$ cat src/rtl/mastermind_game_ctrl_if.sv
// Bundle between the MasterMind controller and its surroundings: button pulses,
// debug secret load, live game status and the video RAM history write port.
interface mastermind_game_ctrl_if #(
    parameter int CODE_LEN = 4
);
    localparam int GW = 3 * CODE_LEN;

    logic          BTN_NEXT;
    logic          BTN_MOVE;
    logic          BTN_CONFIRM;
    logic          SECRET_LD;
    logic [GW-1:0] SECRET_IN;

    logic [2:0]    STATE;
    logic [3:0]    ROW;
    logic [2:0]    CURSOR;
    logic [GW-1:0] GUESS;
    logic [2:0]    BLACK;
    logic [2:0]    WHITE;
    logic [GW-1:0] SECRET;

    logic          HIST_WEN;
    logic [3:0]    HIST_ADDR;
    logic [GW+5:0] HIST_WDATA;

    // The controller is the master: it owns status and history, consumes buttons.
    modport master (
        input  BTN_NEXT, BTN_MOVE, BTN_CONFIRM, SECRET_LD, SECRET_IN,
        output STATE, ROW, CURSOR, GUESS, BLACK, WHITE, SECRET,
        output HIST_WEN, HIST_ADDR, HIST_WDATA
    );

    modport slave (
        output BTN_NEXT, BTN_MOVE, BTN_CONFIRM, SECRET_LD, SECRET_IN,
        input  STATE, ROW, CURSOR, GUESS, BLACK, WHITE, SECRET,
        input  HIST_WEN, HIST_ADDR, HIST_WDATA
    );
endinterface

$ cat src/rtl/mastermind_game_ctrl.sv
// MasterMind round controller: secret generation, guess entry, serial
// black/white scoring, win/loss detection and one history write per scored row.
module mastermind_game_ctrl #(
    parameter int CODE_LEN = 4,
    parameter int COLORS   = 6,
    parameter int MAX_ROWS = 10
) (
    input logic                    CLK,
    input logic                    RST,
    mastermind_game_ctrl_if.master bus
);
    localparam int GW = 3 * CODE_LEN;

    localparam logic [2:0] ST_IDLE  = 3'd0;
    localparam logic [2:0] ST_ENTRY = 3'd1;
    localparam logic [2:0] ST_SCORE = 3'd2;
    localparam logic [2:0] ST_WRITE = 3'd3;
    localparam logic [2:0] ST_WON   = 3'd4;
    localparam logic [2:0] ST_LOST  = 3'd5;

    localparam logic [3:0] PHASE_B    = 4'(CODE_LEN);
    localparam logic [3:0] SCORE_LAST = 4'(CODE_LEN + COLORS - 1);
    localparam logic [3:0] LAST_ROW   = 4'(MAX_ROWS - 1);
    localparam logic [2:0] LAST_PEG   = 3'(CODE_LEN - 1);
    localparam logic [2:0] LAST_COLOR = 3'(COLORS - 1);
    localparam logic [2:0] FULL_MATCH = 3'(CODE_LEN);
    localparam logic [3:0] COLORS4    = 4'(COLORS);

    logic [2:0]    state;
    logic [3:0]    row;
    logic [2:0]    cursor;
    logic [GW-1:0] guess;
    logic [GW-1:0] secret;
    logic [2:0]    black_r;
    logic [2:0]    white_r;
    logic [3:0]    score_cnt;
    logic [2:0]    black_acc;
    logic [2:0]    total_acc;
    logic [15:0]   lfsr;

    logic [15:0]   lfsr_next;
    logic [GW-1:0] lfsr_code;
    logic [GW-1:0] guess_inc;
    logic          peg_match;
    logic [2:0]    cur_color;
    logic [2:0]    cnt_guess;
    logic [2:0]    cnt_secret;
    logic [2:0]    color_min;
    logic [2:0]    total_next;
    logic          hist_wen;

    assign lfsr_next = {1'b0, lfsr[15:1]} ^ (lfsr[0] ? 16'hB400 : 16'h0000);

    // Fold each 3-bit LFSR slice into the colour range with a single subtraction.
    always_comb begin
        lfsr_code = '0;
        for (int i = 0; i < CODE_LEN; i++) begin
            if ({1'b0, lfsr[3*i +: 3]} >= COLORS4)
                lfsr_code[3*i +: 3] = lfsr[3*i +: 3] - COLORS4[2:0];
            else
                lfsr_code[3*i +: 3] = lfsr[3*i +: 3];
        end
    end

    always_comb begin
        guess_inc = guess;
        for (int i = 0; i < CODE_LEN; i++) begin
            if (3'(i) == cursor)
                guess_inc[3*i +: 3] = (guess[3*i +: 3] == LAST_COLOR) ? 3'd0
                                                                      : guess[3*i +: 3] + 3'd1;
        end
    end

    // Phase A uses score_cnt as a peg index, phase B as CODE_LEN + colour.
    always_comb begin
        peg_match  = 1'b0;
        cnt_guess  = '0;
        cnt_secret = '0;
        cur_color  = 3'(score_cnt - PHASE_B);
        for (int i = 0; i < CODE_LEN; i++) begin
            if (score_cnt == 4'(i) && guess[3*i +: 3] == secret[3*i +: 3])
                peg_match = 1'b1;
            if (guess[3*i +: 3] == cur_color)
                cnt_guess = cnt_guess + 3'd1;
            if (secret[3*i +: 3] == cur_color)
                cnt_secret = cnt_secret + 3'd1;
        end
        color_min  = (cnt_guess < cnt_secret) ? cnt_guess : cnt_secret;
        total_next = total_acc + color_min;
    end

    always_ff @(posedge CLK) begin
        if (RST) begin
            state     <= ST_IDLE;
            row       <= '0;
            cursor    <= '0;
            guess     <= '0;
            secret    <= '0;
            black_r   <= '0;
            white_r   <= '0;
            score_cnt <= '0;
            black_acc <= '0;
            total_acc <= '0;
            lfsr      <= 16'hACE1;
        end else begin
            lfsr <= lfsr_next;
            case (state)
                ST_IDLE: begin
                    if (bus.SECRET_LD || bus.BTN_CONFIRM) begin
                        secret <= bus.SECRET_LD ? bus.SECRET_IN : lfsr_code;
                        row    <= '0;
                        cursor <= '0;
                        guess  <= '0;
                        state  <= ST_ENTRY;
                    end
                end
                ST_ENTRY: begin
                    if (bus.BTN_CONFIRM) begin
                        score_cnt <= '0;
                        black_acc <= '0;
                        total_acc <= '0;
                        state     <= ST_SCORE;
                    end else if (bus.BTN_MOVE) begin
                        cursor <= (cursor == LAST_PEG) ? 3'd0 : cursor + 3'd1;
                    end else if (bus.BTN_NEXT) begin
                        guess <= guess_inc;
                    end
                end
                ST_SCORE: begin
                    if (score_cnt < PHASE_B)
                        black_acc <= black_acc + {2'b00, peg_match};
                    else
                        total_acc <= total_next;
                    // The last cycle is always in phase B, so black_acc is already final.
                    if (score_cnt == SCORE_LAST) begin
                        black_r <= black_acc;
                        white_r <= total_next - black_acc;
                        state   <= ST_WRITE;
                    end else begin
                        score_cnt <= score_cnt + 4'd1;
                    end
                end
                ST_WRITE: begin
                    if (black_r == FULL_MATCH) begin
                        state <= ST_WON;
                    end else if (row == LAST_ROW) begin
                        state <= ST_LOST;
                    end else begin
                        row    <= row + 4'd1;
                        guess  <= '0;
                        cursor <= '0;
                        state  <= ST_ENTRY;
                    end
                end
                ST_WON, ST_LOST: begin
                    if (bus.BTN_CONFIRM) begin
                        row     <= '0;
                        cursor  <= '0;
                        guess   <= '0;
                        black_r <= '0;
                        white_r <= '0;
                        state   <= ST_IDLE;
                    end
                end
                default: state <= ST_IDLE;
            endcase
        end
    end

    assign hist_wen       = (state == ST_WRITE);
    assign bus.STATE      = state;
    assign bus.ROW        = row;
    assign bus.CURSOR     = cursor;
    assign bus.GUESS      = guess;
    assign bus.BLACK      = black_r;
    assign bus.WHITE      = white_r;
    assign bus.SECRET     = (state == ST_WON || state == ST_LOST) ? secret : '0;
    assign bus.HIST_WEN   = hist_wen;
    assign bus.HIST_ADDR  = hist_wen ? row : 4'd0;
    assign bus.HIST_WDATA = hist_wen ? {white_r, black_r, guess} : '0;
endmodule
$ cat src/flat_wrapper.sv
// flat-port wrapper written by rule: the top's interface ports become plain ports
module mastermind_game_ctrl_flat 
#(
    parameter int CODE_LEN = 4,
    parameter int COLORS   = 6,
    parameter int MAX_ROWS = 10
)
  (CLK, RST, bus_BTN_NEXT, bus_BTN_MOVE, bus_BTN_CONFIRM, bus_SECRET_LD, bus_SECRET_IN, bus_STATE, bus_ROW, bus_CURSOR, bus_GUESS, bus_BLACK, bus_WHITE, bus_SECRET, bus_HIST_WEN, bus_HIST_ADDR, bus_HIST_WDATA);
  mastermind_game_ctrl_if #(.CODE_LEN(CODE_LEN)) bus_i ();
  input logic CLK;
  input logic RST;
  input wire logic [$bits(bus_i.BTN_NEXT)-1:0] bus_BTN_NEXT;
  input wire logic [$bits(bus_i.BTN_MOVE)-1:0] bus_BTN_MOVE;
  input wire logic [$bits(bus_i.BTN_CONFIRM)-1:0] bus_BTN_CONFIRM;
  input wire logic [$bits(bus_i.SECRET_LD)-1:0] bus_SECRET_LD;
  input wire logic [$bits(bus_i.SECRET_IN)-1:0] bus_SECRET_IN;
  output wire logic [$bits(bus_i.STATE)-1:0] bus_STATE;
  output wire logic [$bits(bus_i.ROW)-1:0] bus_ROW;
  output wire logic [$bits(bus_i.CURSOR)-1:0] bus_CURSOR;
  output wire logic [$bits(bus_i.GUESS)-1:0] bus_GUESS;
  output wire logic [$bits(bus_i.BLACK)-1:0] bus_BLACK;
  output wire logic [$bits(bus_i.WHITE)-1:0] bus_WHITE;
  output wire logic [$bits(bus_i.SECRET)-1:0] bus_SECRET;
  output wire logic [$bits(bus_i.HIST_WEN)-1:0] bus_HIST_WEN;
  output wire logic [$bits(bus_i.HIST_ADDR)-1:0] bus_HIST_ADDR;
  output wire logic [$bits(bus_i.HIST_WDATA)-1:0] bus_HIST_WDATA;
  assign bus_i.BTN_NEXT = bus_BTN_NEXT;
  assign bus_i.BTN_MOVE = bus_BTN_MOVE;
  assign bus_i.BTN_CONFIRM = bus_BTN_CONFIRM;
  assign bus_i.SECRET_LD = bus_SECRET_LD;
  assign bus_i.SECRET_IN = bus_SECRET_IN;
  assign bus_STATE = bus_i.STATE;
  assign bus_ROW = bus_i.ROW;
  assign bus_CURSOR = bus_i.CURSOR;
  assign bus_GUESS = bus_i.GUESS;
  assign bus_BLACK = bus_i.BLACK;
  assign bus_WHITE = bus_i.WHITE;
  assign bus_SECRET = bus_i.SECRET;
  assign bus_HIST_WEN = bus_i.HIST_WEN;
  assign bus_HIST_ADDR = bus_i.HIST_ADDR;
  assign bus_HIST_WDATA = bus_i.HIST_WDATA;
  mastermind_game_ctrl #(.CODE_LEN(CODE_LEN), .COLORS(COLORS), .MAX_ROWS(MAX_ROWS)) u_core (.CLK(CLK), .RST(RST), .bus(bus_i));
endmodule
$ cat config.mk
export PLATFORM = sky130hd
export DESIGN_NAME = mastermind_game_ctrl_flat
export DESIGN_NICKNAME = d
export VERILOG_FILES = /design/src/rtl/mastermind_game_ctrl_if.sv /design/src/rtl/mastermind_game_ctrl.sv /design/src/flat_wrapper.sv
export SDC_FILE = /design/constraint.sdc
export NUM_CORES = 1
export LEC_CHECK = 0
export CAP_MARGIN = 20
export CORE_MARGIN = 2
export CORE_UTILIZATION = 56
export CTS_CLUSTER_SIZE = 12
export DETAILED_ROUTE_END_ITERATION = 10
export PLACE_DENSITY = 0.85
export SYNTH_ARGS = -nofsm -noshare
export SYNTH_HDL_FRONTEND = slang
export SYNTH_SLANG_ARGS = --single-unit
$ cat constraint.sdc
create_clock -name CLK -period 14.7 [get_ports CLK]
set_input_delay 2.94 -clock CLK [delete_from_list [all_inputs] [get_ports CLK]]
set_output_delay 2.94 -clock CLK [all_outputs]
set_load 0.05 [all_outputs]
==> results of run 1 <==
-- layout make-up --
type	count	area, sq um
well taps	99	124
fillers	546	1950
clock inverters	6	138
flip-flops and latches	66	1320
inverters	18	67.6
clock buffers	10	138
repair buffers	81	807
multi-input cells	393	2630
-- metal layers --
metal  track usage  up-vias
met5             0        -
met4        0.0872        0
met3        0.0687       18
met2         0.454      133
met1         0.339     1826
li1              -     1838
-- power groups by stage --
stage / Combinational [mW] / Clock (mW) / Sequential, mW
after detailed placement: 0.105 / 0 / 0.209
after floorplan: 0.0756 / 0 / 0.210
after CTS: 0.107 / 0.209 / 0.206
after global routing: 0.117 / 0.217 / 0.208
after global placement: 0.100 / 0 / 0.209
final: 0.107 / 0.207 / 0.206
-- cell usage in the layout (no fill, tap or decap), drive strengths merged, types with 6 or more instances in the layout --
master | synthesis | routed
a211oi | 12 | 12
a21oi | 39 | 39
and2 | 35 | 35
clkbuf | 16 | 10
clkdlybuf4s50 | 0 | 79
dfxtp | 66 | 66
ha | 24 | 24
inv | 18 | 18
mux2i | 11 | 11
nand2 | 34 | 34
nand2b | 12 | 12
nand3 | 14 | 14
nor2 | 55 | 55
nor2b | 12 | 12
nor3 | 8 | 8
nor3b | 14 | 14
o21ai | 15 | 15
or2 | 9 | 9
or3 | 6 | 6
xnor2 | 30 | 30
xor2 | 19 | 19
-- logic make-up after synthesis --
| logic type | after synthesis |
|---|---|
| simple gates | 219 |
| mux | 12 |
| compound gates | 87 |
| buf+inv | 44 |
| xor+xnor | 49 |
| fa+ha+maj | 26 |
| flops | 66 |
-- registers in the layout, indices dropped and copies added, names as in the netlist --
register	flops
u_core.bus.STATE	3
u_core.bus.GUESS	12
u_core.lfsr	16
u_core.total_acc	3
u_core.bus.WHITE	3
u_core.bus.ROW	4
u_core.black_acc	3
u_core.secret	12
u_core.bus.CURSOR	3
u_core.score_cnt	4
u_core.bus.BLACK	3
-- final timing paths --
path / slack (ns) / from / depth (start not counted) / endpoint
max: 8.77 / u_core.bus.STATE[2]$_SDFFE_PP0P_ / 4 / bus_SECRET[10]
min: 0.42 / u_core.lfsr[12]$_SDFF_PP0_ / 1 / u_core.lfsr[11]$_SDFF_PP1_
max reg2reg: 9.46 / u_core.score_cnt[0]$_SDFFE_PP0P_ / 22 / u_core.bus.WHITE[2]$_SDFFE_PP0P_
min reg2reg: 0.42 / u_core.lfsr[12]$_SDFF_PP0_ / 1 / u_core.lfsr[11]$_SDFF_PP1_
-- through the flow --
step	instances	hold slack, ns
after floorplan	503	0.389
after global placement	656	0.392
after detailed placement	657	0.403
after CTS	673	0.421
after global routing	673	0.445
final	673	0.415
-- critical path, delay by kind of cell, from the launching register on --
family	cells	cell delay [ns]
flops	1	0.70
simple gates	2	0.92
buf+inv	2	1.02
==> impl_metrics.tcl, run 1 <==
set metrics [dict create \
    setup_violations 0 \
    n_antenna_cell 0 \
    ys_seq_area_frac 0.320 \
    grt_pass1_wl_microns 17700 \
    die_x_microns 89.8 \
    ant_nets 0 \
    finalCritPeriodShare 0.403 \
    place_hpwl_microns 7730 \
    fin_util 0.728 \
    setup_slack_ns 8.77 \
    synth_most_common_cell "dfxtp_1" \
    drive_gt1_frac 0.0645 \
    finalNetCount 613 \
    antenna_found_initial 0 \
    drc_errors 0 \
    worst_pin_slew_ns 1.03 \
    p_int_mw 0.370 \
    worstSetupEndpointType "output pin" \
    cts_tree "done" \
    rows 31 \
    synth.ff_latch_count 66 \
    num_vias 3815 \
    finalClockSkew_ns 0.00675 \
    place_congestion 0.830 \
    worstPathRequired_ns 11.76 \
    finalPower_mw 0.520 \
    synth_common_cells "dfxtp_1, nor2_1, a21oi_1, and2_1, nand2_1" \
    worst_ep_arrival_time_ns 2.99 \
    drt-total-wl_microns 10700 \
    wl_met1_microns 4610 \
    async_flop_share 0 \
    leakage_nw 2.04 \
    netlist_area_sq_um 4120 \
    status "finished clean" \
    synth_top_cell_area_share 0.320 \
    drv_cap 0 \
    power_density_nw_per_um2 99.5 \
    vdd_drop_max_v 0.0000628 \
    met3_wirelength_microns 591 \
    clk_latency_ns 0.35 \
    first_iter_violations 241 \
    max_stage_delay_ns 0.80 \
    layout_min_cycle_time_ns 5.93 \
    syn2layout_area_growth_pct 26.7 \
    crit_type "reg2out" \
    critPathMaxFanout 14 \
    cts_setup_buffers 0 \
    cts_buffers 9 \
    maxSlewHeadroom 0.310 \
    p_sw_mw 0.150 \
    hold_path.class "reg2reg" \
    top_layer "met4" \
    synthFlopType "dfxtp_1" \
    grt_pass1_vias 3732 \
    synth_top_family_by_area "simple AND/OR/NAND/NOR gates" \
    synthDistinctLibCells 54 \
    clock.fmax_mhz 169 \
    synth-xor-area-share 0.104 \
    rsz0062_at_grt "no" \
    initial_utilization 0.575 \
    worst_setup_path_start_kind "register" \
    finalMaxSlewViolations 0 \
    syn_inst 503 \
    dpl-instance-area_sq_um 4950 \
    synth_nets 547 \
    die-area_sq_um 8070 \
    routed_via_density 5.67 \
    synth_compound_area_frac 0.134 \
    grt_usage 0.269 \
    tns_ns 0 \
    cts.clk_slew.worst_paths_ns 0.07 \
    root_buffer "clkbuf_8" \
    grt.overflow.total 0 \
    synth_edf_count 0 \
    die-height_microns 89.8 \
    cts_buffer_depth 2 \
    netlist_top_cells_area "dfxtp_1, ha_1, xnor2_1, and2_1, nor2_1" \
    cp_slowest_cell "clkdlybuf4s50_1" \
    cts_resized 0 \
    synth_adder_area_share 0.0825 \
    clock_power_share 0.398 \
    synth_mux_area_frac 0.0294 \
    io-pin-count 81 \
    pwr-share-comb 0.206 \
    yosysTopAreaCell "dfxtp_1" \
    sw_frac_of_total 0.288 \
    avgRoutedWirePerCell_microns 16.0 \
    yosys_warnings 0 \
    dr_wl_met2_microns 5370 \
    cts_max_level 3 \
    clock-sinks 66 \
    hold_viol 0 \
    dr.pass1.iters 5 \
    hold_buffers 0 \
    core_sq_um 7180 \
    syn_area_per_cell_sq_um 8.20 \
    io_buffers 80 \
    synth-simple-area-share 0.286 \
    path_cells "inv_1, nor2_1, and2_1, clkdlybuf4s50_1" \
    p_seq_frac 0.396 \
    post-place-ws_ns 8.99 \
    final_area_sq_um 5230 \
    grt_max_degree 60 \
]
Note: power is estimated with default switching activity, not from simulation.
==> run 2: changes to the inputs <==
--- a/config.mk
+++ b/config.mk
@@ -7,10 +7,10 @@
 export LEC_CHECK = 0
 export CAP_MARGIN = 20
 export CORE_MARGIN = 2
-export CORE_UTILIZATION = 56
+export CORE_UTILIZATION = 47
 export CTS_CLUSTER_SIZE = 12
 export DETAILED_ROUTE_END_ITERATION = 10
-export PLACE_DENSITY = 0.85
+export PLACE_DENSITY = 0.76
 export SYNTH_ARGS = -nofsm -noshare
 export SYNTH_HDL_FRONTEND = slang
 export SYNTH_SLANG_ARGS = --single-unit
==> constraint.sdc (replaced) <==
create_clock -name CLK -period 5.03 [get_ports CLK]
set_input_delay 1.006 -clock CLK [delete_from_list [all_inputs] [get_ports CLK]]
set_output_delay 1.006 -clock CLK [all_outputs]
set_load 0.05 [all_outputs]
==> run 2 against run 1 <==
Power rose to 2.7 times the previous value. Clock power up 120%. Register-to-register slack got worse by 9.1 ns. Clock skew is 0.0094 ns higher. Critical endpoint is now u_core.bus.WHITE[2]$_SDFFE_PP0P_.
==> impl_metrics.tcl, run 2 (synthesis gave the netlist of run 1 again) <==
set metrics [dict create \
    io-pin-count 81 \
    cts_max_level 3 \
    root_buffer "clkbuf_8" \
    crit_type "reg2reg" \
    finalNetCount 624 \
    cp_slowest_cell "fa_1" \
    rows 34 \
    n_antenna_cell 0 \
    core_sq_um 8590 \
    die-height_microns 97.7 \
    routed_via_density 5.40 \
    first_iter_violations 211 \
    regMostFlops "u_core.lfsr" \
    path_cells "xnor2_1, and3_1, ha_1, nor4_2, or2_2, ha_1, nand2_1, xnor2_2, ha_1, inv_1, a21oi_1, a2bb2oi_1, a21oi_1, ha_1, fa_1, inv_1, fa_1, xor2_1, xnor2_1, xnor2_1, nand2_1, a21oi_1" \
    grt.overflow.total 0 \
    worst_pin_slew_ns 1.05 \
    finalCritPeriodShare 0.924 \
    syn2layout_area_growth_pct 28.1 \
    cts_buffer_depth 2 \
    hold_path.class "reg2reg" \
    grt_pass1_wl_microns 17700 \
    clock-sinks 66 \
    worstPathRequired_ns 5.30 \
    initial_utilization 0.480 \
    drive_gt1_frac 0.0940 \
    final_common_cell "clkdlybuf4s50_1" \
    grt_max_degree 60 \
    die_x_microns 97.7 \
    antenna_found_initial 0 \
    dr.pass1.iters 4 \
    clock.fmax_mhz 215 \
    cts_buffers 9 \
    grt_usage 0.230 \
    drc_errors 0 \
    avgRoutedWirePerCell_microns 15.5 \
    cts.clk_slew.worst_paths_ns 0.08 \
    hold_viol 0 \
    cts_tree "done" \
    place_hpwl_microns 8110 \
    worstSetupEndpointType "register" \
    seqCellArea_sq_um 1330 \
    clk_latency_ns 0.36 \
    num_vias 3739 \
    setup_violations 0 \
    grt_pass1_vias 3668 \
    maxSlewHeadroom 0.301 \
    ant_nets 0 \
    tns_ns 0 \
    finalClockSkew_ns 0.0161 \
    cpMostUsedCell "ha_1" \
    drt-total-wl_microns 10800 \
    finalMaxSlewViolations 0 \
    die-area_sq_um 9540 \
    place_congestion 0.859 \
    finalPower_mw 1.38 \
    worst_ep_arrival_time_ns 4.92 \
    status "finished clean" \
    largest_register_ff_count 16 \
    mostFrequentLayoutCells "clkdlybuf4s50_1, dfxtp_1, nor2_1" \
    worst_setup_path_start_kind "register" \
    critPathMaxFanout 7 \
    drv_cap 0 \
    multi_input_area_sq_um 2660 \
    layout_min_cycle_time_ns 4.65 \
    fillers 766 \
    leakage_nw 2.09 \
    power_density_nw_per_um2 261 \
    io_buffers 80 \
    vdd_drop_max_v 0.000135 \
    max_stage_delay_ns 0.54 \
    hold_buffers 0 \
]
==> run 2: worst paths after layout <==
check             slack, ns                                to  cells past startpoint                              from
hold / removal         0.42        u_core.lfsr[11]$_SDFF_PP1_                      1        u_core.lfsr[12]$_SDFF_PP0_
setup / recovery       0.38  u_core.bus.WHITE[2]$_SDFFE_PP0P_                     22  u_core.bus.GUESS[1]$_SDFFE_PP0P_
setup reg to reg       0.38  u_core.bus.WHITE[2]$_SDFFE_PP0P_                     22  u_core.bus.GUESS[1]$_SDFFE_PP0P_
hold reg to reg        0.42        u_core.lfsr[11]$_SDFF_PP1_                      1        u_core.lfsr[12]$_SDFF_PP0_
==> run 2: timing repair <==
action	4_1_cts	5_1_grt
buffers inserted	0	0
endpoints found under the setup margin	0	1
hold endpoints to repair	0	0
gates resized for setup	0	9
==> run 2: stage by stage <==
stage               utilization  instances  area (sq um)  setup WS [ns]  hold WS (ns)
floorplan                     -        503          4120          0.244         0.389
global placement          0.586        677          5040          0.493         0.392
detailed placement        0.586        677          5040          0.211         0.400
CTS                       0.610        693          5240          0.194         0.420
global route              0.615        693          5280       -0.00446         0.453
finish                    0.615        693          5280          0.381         0.418
==> run 2: power by group <==
group,leakage [nW],internal [mW],switching (mW),total (mW)
logic,1.45,0.139,0.182,0.321
registers,0.541,0.553,0.0456,0.598
clock network,0.100,0.233,0.229,0.461
total,2.09,0.924,0.456,1.38
==> run 2: final cells by class <==
class,count,share of cell area
clock inverter,7,0.0147
inverter,18,0.0128
timing repair buffer,92,0.169
clock buffer,9,0.0235
multi-input combinational,393,0.503
tap,108,0.0256
sequential,66,0.251
==> run 2: critical path, delay by kind of cell (launching register included) <==
kind,cells,cell delay [ns]
DFF,1,0.45
AOI/OAI and AO/OA,4,0.46
buffers and inverters,2,0.14
adders and majority gates,6,1.90
xor gates and xnor gates,5,0.80
and+or+nand+nor,5,0.84
==> run 2: layer usage <==
metal	wire length (microns)	GRT usage	up-vias
met5	0	0	-
met4	176	0.0951	0
met3	554	0.0381	16
met2	5270	0.382	93
met1	4760	0.297	1768
li1	-	-	1862
==> run 3: changes to the inputs <==
--- a/config.mk
+++ b/config.mk
@@ -5,7 +5,6 @@
 export SDC_FILE = /design/constraint.sdc
 export NUM_CORES = 1
 export LEC_CHECK = 0
-export CAP_MARGIN = 20
 export CORE_MARGIN = 2
 export CORE_UTILIZATION = 47
 export CTS_CLUSTER_SIZE = 12
==> results of run 3 <==
The final DEF is identical to that of run 2; final timing and power are the same.
